$ cat config.mk
export PLATFORM = sky130hd
export DESIGN_NAME = pipe_sink_sync
export DESIGN_NICKNAME = d
export VERILOG_FILES = /design/src/rtl/pipe_pkg.sv /design/src/rtl/sync_bit.sv /design/src/rtl/pipe_sink_sync.sv
export SDC_FILE = /design/constraint.sdc
export NUM_CORES = 1
export LEC_CHECK = 0
export CELL_PAD_IN_SITES_DETAIL_PLACEMENT = 1
export CELL_PAD_IN_SITES_GLOBAL_PLACEMENT = 1
export CORE_ASPECT_RATIO = 1.75
export CORE_UTILIZATION = 42
export DETAILED_ROUTE_END_ITERATION = 8
export PLACE_DENSITY = 0.79
export SLEW_MARGIN = 15
export SYNTH_ARGS = -nofsm -noshare
export SYNTH_HDL_FRONTEND = slang
export SYNTH_HIERARCHICAL = 1
export SYNTH_SLANG_ARGS = --single-unit
$ cat constraint.sdc
create_clock -name clk -period 2.9 [get_ports clk]
set_input_delay 0.435 -clock clk [delete_from_list [all_inputs] [get_ports clk]]
set_output_delay 0.435 -clock clk [all_outputs]
set_load 0.01 [all_outputs]
$ cat src/rtl/pipe_pkg.sv
// Shared types and constants for the micropipeline sink.
// Define PIPE_SINK_SYNC3_EN to select a three-flop req_in synchroniser.
package pipe_pkg;

  localparam int PIPE_DATA_W = 3;

`ifdef PIPE_SINK_SYNC3_EN
  localparam int SYNC_STAGES = 3;
`else
  localparam int SYNC_STAGES = 2;
`endif

  typedef enum logic {
    IDLE = 1'b0,
    ACK  = 1'b1
  } sink_state_t;

endpackage

$ cat src/rtl/sync_bit.sv
// N-flop single-bit synchroniser; all flops clear to 0 on synchronous reset.
module sync_bit #(
  parameter int STAGES = 2
) (
  input  logic clk,
  input  logic rst,
  input  logic d,
  output logic q
);

  logic [STAGES-1:0] chain;

  // NOTE: sequential state uses non-blocking assignments so every flop samples pre-edge values.
  always_ff @(posedge clk) begin
    if (rst) chain <= '0;
    else     chain <= {chain[STAGES-2:0], d};
  end

  assign q = chain[STAGES-1];

endmodule

$ cat src/rtl/pipe_sink_sync.sv
// Clocked tail of the micropipeline: 4-phase req/ack receiver feeding a valid/ready FIFO.
// Synchroniser depth follows PIPE_SINK_SYNC3_EN (see pipe_pkg).
module pipe_sink_sync
  import pipe_pkg::*;
#(
  parameter int DATA_W = PIPE_DATA_W,
  parameter int DEPTH  = 4
) (
  input  logic                       clk,
  input  logic                       rst,
  input  logic                       req_in,
  input  logic [DATA_W-1:0]          data_in,
  output logic                       ack_out,
  output logic                       m_valid,
  input  logic                       m_ready,
  output logic [DATA_W-1:0]          m_data,
  output logic [$clog2(DEPTH):0]     level
);

  localparam int PTR_W = $clog2(DEPTH);
  localparam int LVL_W = PTR_W + 1;

  logic              req_s;
  sink_state_t       state_q, state_d;
  logic              push, pop, full;
  logic [PTR_W-1:0]  wr_ptr, rd_ptr;
  logic [DATA_W-1:0] mem [DEPTH];

  sync_bit #(.STAGES(SYNC_STAGES)) u_req_sync (
    .clk (clk),
    .rst (rst),
    .d   (req_in),
    .q   (req_s)
  );

  // Full is judged on the registered level, so a same-cycle pop never makes room.
  assign full    = (level == LVL_W'(DEPTH));
  assign m_valid = (level != '0);
  assign pop     = m_valid && m_ready;
  assign m_data  = mem[rd_ptr];
  assign ack_out = (state_q == ACK);

  // NOTE: defaults first so every path assigns every output and no latch is inferred.
  always_comb begin
    state_d = state_q;
    push    = 1'b0;
    case (state_q)
      IDLE: if (req_s && !full) begin
        push    = 1'b1;
        state_d = ACK;
      end
      ACK: if (!req_s) state_d = IDLE;
      default: state_d = IDLE;
    endcase
  end

  // Leaving ACK only on req_s low guarantees one capture per handshake.
  always_ff @(posedge clk) begin
    if (rst) state_q <= IDLE;
    else     state_q <= state_d;
  end

  // NOTE: storage has no reset; contents are unobservable while level is 0.
  always_ff @(posedge clk) begin
    if (push) mem[wr_ptr] <= data_in;
  end

  always_ff @(posedge clk) begin
    if (rst) begin
      wr_ptr <= '0;
      rd_ptr <= '0;
      level  <= '0;
    end else begin
      if (push) wr_ptr <= wr_ptr + PTR_W'(1);
      if (pop)  rd_ptr <= rd_ptr + PTR_W'(1);
      case ({push, pop})
        2'b10:   level <= level + LVL_W'(1);
        2'b01:   level <= level - LVL_W'(1);
        default: level <= level;
      endcase
    end
  end

endmodule

# After elaboration in Yosys (flattened, before gate mapping)
# Memories as Yosys holds them, arrays and structs flattened. A register that Yosys moved wholly into a read port is not among the register bits.
# Cells that the tools add are included.
# W data, S select, Z words.
# totals
regBits	10
mem_bits_rw	12
input_bits	7
output_inout_bits	8
elab_cells	28
memories	1
# op_classes
n_addsub	4
eq_ne	3
muxes	9
n_bitwise	1
reduce_logical	5
# memory_table
name	depth	width	read_ports	rd_ports_with_merged_regs	write_ports	line_no	source
mem	4	3	1	1	1	pipe_sink_sync.sv:27	logic [DATA_W-1:0] mem [DEPTH];
# op_table
operator	count
$pmux W3 S2	1
$mux W1	5
$add A2 B1 Y2 const B	2
$mux W2	2
$add A3 B1 Y3 const B	1
$eq A3 B3 Y1 const B	1
$reduce_bool A3 Y1	1
$sub A3 B1 Y3 const B	1
$eq A2 B1 Y1 const B	1
$eq A2 B2 Y1 const B	1
$logic_and A1 B1 Y1	2
$pmux W1 S2	1
$reduce_bool A2 Y1	1
$logic_not A1 Y1	1
$not A1 Y1	1

# Longest topological paths before layout
# depth
word_depth	7
ltp_mapped	10
mapped_depth_nobuf	9

# Modules after synthesis
# The synthesis kept the hierarchy.
# by_module_without_submodules
mod	instances	cells_per_inst	area_per_inst_um2	seq_area_each_um2
pipe_sink_sync	1	70	957.2	560.5
sync_bit	1	4	52.6	40.0

# Worst setup path before layout
# OpenSTA, ideal clock, no wires.
# synth_timing
kind	reg-to-reg
startpoint	register level[2]
endpoint	register level[2]
setup_ps	70
t_arrival_ps	2375
required_time_ps	2830
path_slack_ps	455
stages_incl_launch_ff	11
path_buffers	1
synth_period_minus_slack_ps	2445
cell_sequence	dfxtp_1 or3b_1 and3b_1 buf_6 inv_1 ha_1 inv_1 fa_1 xor2_1 or3_2 a21oi_1
# synth_via
elab_chain_len	7
word_cells_on_any_way	13
cone_classes	add/sub (2); eq/ne (3); mux (3); reduce/logical (5)
# synth_rtl
element	line_no	source
start, declared	pipe_sink_sync.sv:17	output logic [$clog2(DEPTH):0] level
start signal, assigned	pipe_sink_sync.sv:77	2'b10: level <= level + LVL_W'(1);
start signal, assigned	pipe_sink_sync.sv:78	2'b01: level <= level - LVL_W'(1);
start signal, assigned	pipe_sink_sync.sv:79	default: level <= level;
$eq A3 B3 Y1	pipe_sink_sync.sv:37	assign full = (level == LVL_W'(DEPTH));
$logic_not A1 Y1	pipe_sink_sync.sv:48	IDLE: if (req_s && !full) begin
$logic_and A1 B1 Y1	pipe_sink_sync.sv:48	
$mux W1	pipe_sink_sync.sv:48	
$mux W1	pipe_sink_sync.sv:47	case (state_q)
$eq A2 B1 Y1 or $eq A2 B2 Y1 (tied branches)	pipe_sink_sync.sv:76	case ({push, pop})
$pmux W3 S2 or $reduce_bool A2 Y1 (tied branches)	n/a	
# Several ways; a longest one is shown, not always the timed one.
# A chain may end at the register's enable or synchronous reset.

# Worst setup path after layout
# Same ends and word-level chain as after synthesis.

==> summary.txt <==
Synthesis
  • Count of mapped cells out of synthesis: 74
  • Post-synthesis sequential element count: 24
  • Share of async-settable or async-resettable flops after synthesis: 0
  • Sequential-to-total area share from yosys stat: 0.5948
  • Count of cell types in the netlist: 25
  • Post-synthesis cell area: 1010 um2
  • Main area contributors after synthesis: edfxtp_1 (36%), dfxtp_1 (24%), mux4_2 (6.7%)
  • Cell type with the largest total area after synthesis: edfxtp_1
  • Top-area cell type share of the netlist area: 0.3569
  • Net count of the mapped netlist: 87
  • Count of flip-flops with a built-in enable after synthesis: 12
  • Total of warnings raised by yosys: 6
  • Most used DFF post-synth: edfxtp_1
  • Average footprint of a synthesized cell: 13.64 um2
  • List of most frequent post-synthesis cells: dfxtp_1 (12), edfxtp_1 (12), nor2_1 (9)

Cells and area
  • Diode count: 0
  • Layout Nets: 107
  • Filler instances: 236
  • Relative area change from synthesis to final layout: 24.78%
  • Share of final-layout standard cells stronger than drive strength 1: 0.1828

Setup path
  • CP Data Required Time: 3.09 ns
  • Critical Path Sink: level[2]
  • Critical Setup Path Class: reg -> reg
  • Critical-path maximum fanout: 7
  • Data arrival at the endpoint of the critical path: 2.69 ns
  • Source of the worst register-to-register timing path: level[2]
  • Internal reg-to-reg setup slack: 0.41 ns
  • Endpoint class of the critical path: register
  • Critical Path Start: level[2]
  • Endpoint of the lowest-slack register-to-register path: level[2]
  • Reg2Reg Depth: 9
  • Kind of start point of the critical path: register

Clock tree
  • Clock tree from TritonCTS: done
  • Sinks on the clock net: 24
  • H-tree levels: 1
  • Cell chosen for the clock root: clkbuf_8
  • Number of hold-repair buffers added at the cts stage: 0
  • # resized after CTS: 0
  • Clock buffer count from CTS: 3
  • Setup Fix Bufs, Post-CTS: 0
  • Longest Clk Path Bufs: 2
  • Latest clock arrival within the worst-skew pair: 0.26 ns
  • Clk pin slew, worst setup/hold paths: 0.08 ns

GRT
  • Maximum number of pins on one net before global-route repair: 15
  • First-pass GRT wire length: 2856 um
  • Global route total overflow: 0
  • Vias in the first global route: 627
  • GR Util All Layers: 0.1668
  • Number of antenna violations at the first check in global routing: 0

Placed design
  • Port Buffers: 14
  • Post-detailed-placement half-perimeter wirelength: 1425 um
  • Placer congestion estimate: 0.6336
  • Worst Setup Slack post-DPL: 0.3809 ns

Status
  • Status: finished clean

Timing
  • Setup repair after global routing missed its margin: false
  • Number of setup violations in the final report: 0
  • Relative slew margins: 0.6723
  • TNS Setup: 0 ns
  • Time the worst path needs with I/O delays and setup: 2.492 ns
  • Maximum achievable frequency: 401.3 MHz
  • Max-slew violation count: 0
  • Worst clock skew: 0.005213 ns
  • Slew of the pin with the lowest slew margin: 0.4854 ns
  • Final worst setup slack: 0.4083 ns
  • Final Hold Fails: 0
  • Final worst-path cycle share: 0.8592

Floorplan
  • Top Ports: 15
  • Floorplan Core Area: 2273 um2
  • Die area: 2612 um2
  • Number of placement rows: 23
  • Die height: 66.86 um
  • Die X: 39.07 um
  • Starting Density: 0.4441

Drt
  • Vias post-DR: 586
  • Length of the first detailed-routing pass in iterations: 2
  • Routed wire length on met2: 1072 um
  • Via count normalized by instance count: 4.966
  • Number of nets with antenna violations after routing: 0
  • Overall routed net length: 1822 um
  • Sum of routed wire segments on met1: 669 um
  • DR WL met3: 56 um
  • Iteration-0 DRC Markers: 8
  • Highest routed layer: met4
  • Residual DRC count: 0
  • Wire length per cell: 15.44 um

Pwr
  • Leak Pwr: 0.4558 nW
  • Power Dens Cells: 745.3 nW/um2
  • Worst IR Drop VDD: 0.4008 mV

Min path
  • Min-Delay Path Class: reg -> reg

Flow run
  • Max-cap violations: 0
## worst max-delay path, cell delays in order, from the launching register on
cell and delay [ns]:
dfxtp_1 0.34, or3b_1 0.37, and3b_1 0.27, inv_1 0.10, ha_1 0.18, inv_1 0.06, fa_1 0.38, xor2_1 0.16
or3_2 0.40, a21oi_1 0.15
## sequential cells by signal (all words and copies together), names as in the netlist, named ones only
register / count
u_req_sync/chain: 2
ack_out: 1
mem: 12
wr_ptr: 2
level: 3
rd_ptr: 2
## per-layer routing
layer  up-vias  GRT usage
met3         2    0.02000
met2        12     0.2896
met5         -          0
li1        291          -
met4         0     0.1034
met1       281     0.1794
## report_power, final
part / total (mW) / switching [mW] / internal (mW)
Sequential: 0.403 / 0.0202 / 0.383
Combinational: 0.247 / 0.107 / 0.140
Clock: 0.288 / 0.104 / 0.184
Total: 0.939 / 0.231 / 0.708
## cell usage in the layout (no fill, tap or decap), types with 2 or more instances in the layout
cell             synthesis  layout
nand2b_1                 2       2
mux4_2                   3       3
nor2_1                   9       9
buf_4                    0       3
clkdlybuf4s50_1          0      14
dfxtp_1                 12      12
edfxtp_1                12      12
or3_2                    2       2
clkbuf_8                 0       3
nor2b_1                  2       2
a21oi_1                  2       2
and2_2                   3       3
ha_1                     5       5
xor2_1                   3       3
inv_1                    6       6
## stage by stage
stage          cell area (um2)  instances    util  hold slack (ns)  power, mW
2_1_floorplan             1010         74       -           0.4138     0.5461
3_3_place_gp              1189        114  0.5228           0.4293     0.6493
3_5_place_dp              1189        114  0.5228           0.4355     0.6617
4_1_cts                   1260        118  0.5542           0.4576     0.9563
5_1_grt                   1260        118  0.5542           0.4782     0.9810
6_report                  1260        118  0.5542           0.4474     0.9390
## how the worst min path moves through the flow
stage                                to  cells past startpoint  slack [ns]                 from
floorplan           u_req_sync/chain[1]                      1        0.41  u_req_sync/chain[0]
global placement    u_req_sync/chain[1]                      1        0.43  u_req_sync/chain[0]
detailed placement  u_req_sync/chain[1]                      1        0.44  u_req_sync/chain[0]
CTS                 u_req_sync/chain[1]                      1        0.46  u_req_sync/chain[0]
global route        u_req_sync/chain[1]                      1        0.48  u_req_sync/chain[0]
finish              u_req_sync/chain[1]                      1        0.45  u_req_sync/chain[0]
## cell type report
class                   count  area, um2  share of cell area
clock buffers               3      41.29             0.03277
clock inverters             1      30.03             0.02383
inverters                   6      22.52             0.01787
multi-input cells          42      371.6              0.2949
flip-flops and latches     24      600.6              0.4767
well taps                  25      31.28             0.02483
repair buffers             17      162.7              0.1291
## cells by family after synthesis
logic type               share of synthesized area
AND/OR/NAND/NOR                             0.1264
multiplexers                               0.09169
XOR/XNOR                                   0.03470
buffers and inverters                      0.03717
AO/OA/AOI/OAI                              0.03345
flip-flops                                  0.5948
adder cells (fa/ha/maj)                    0.08179
Power figures use the tool's default switching activity.
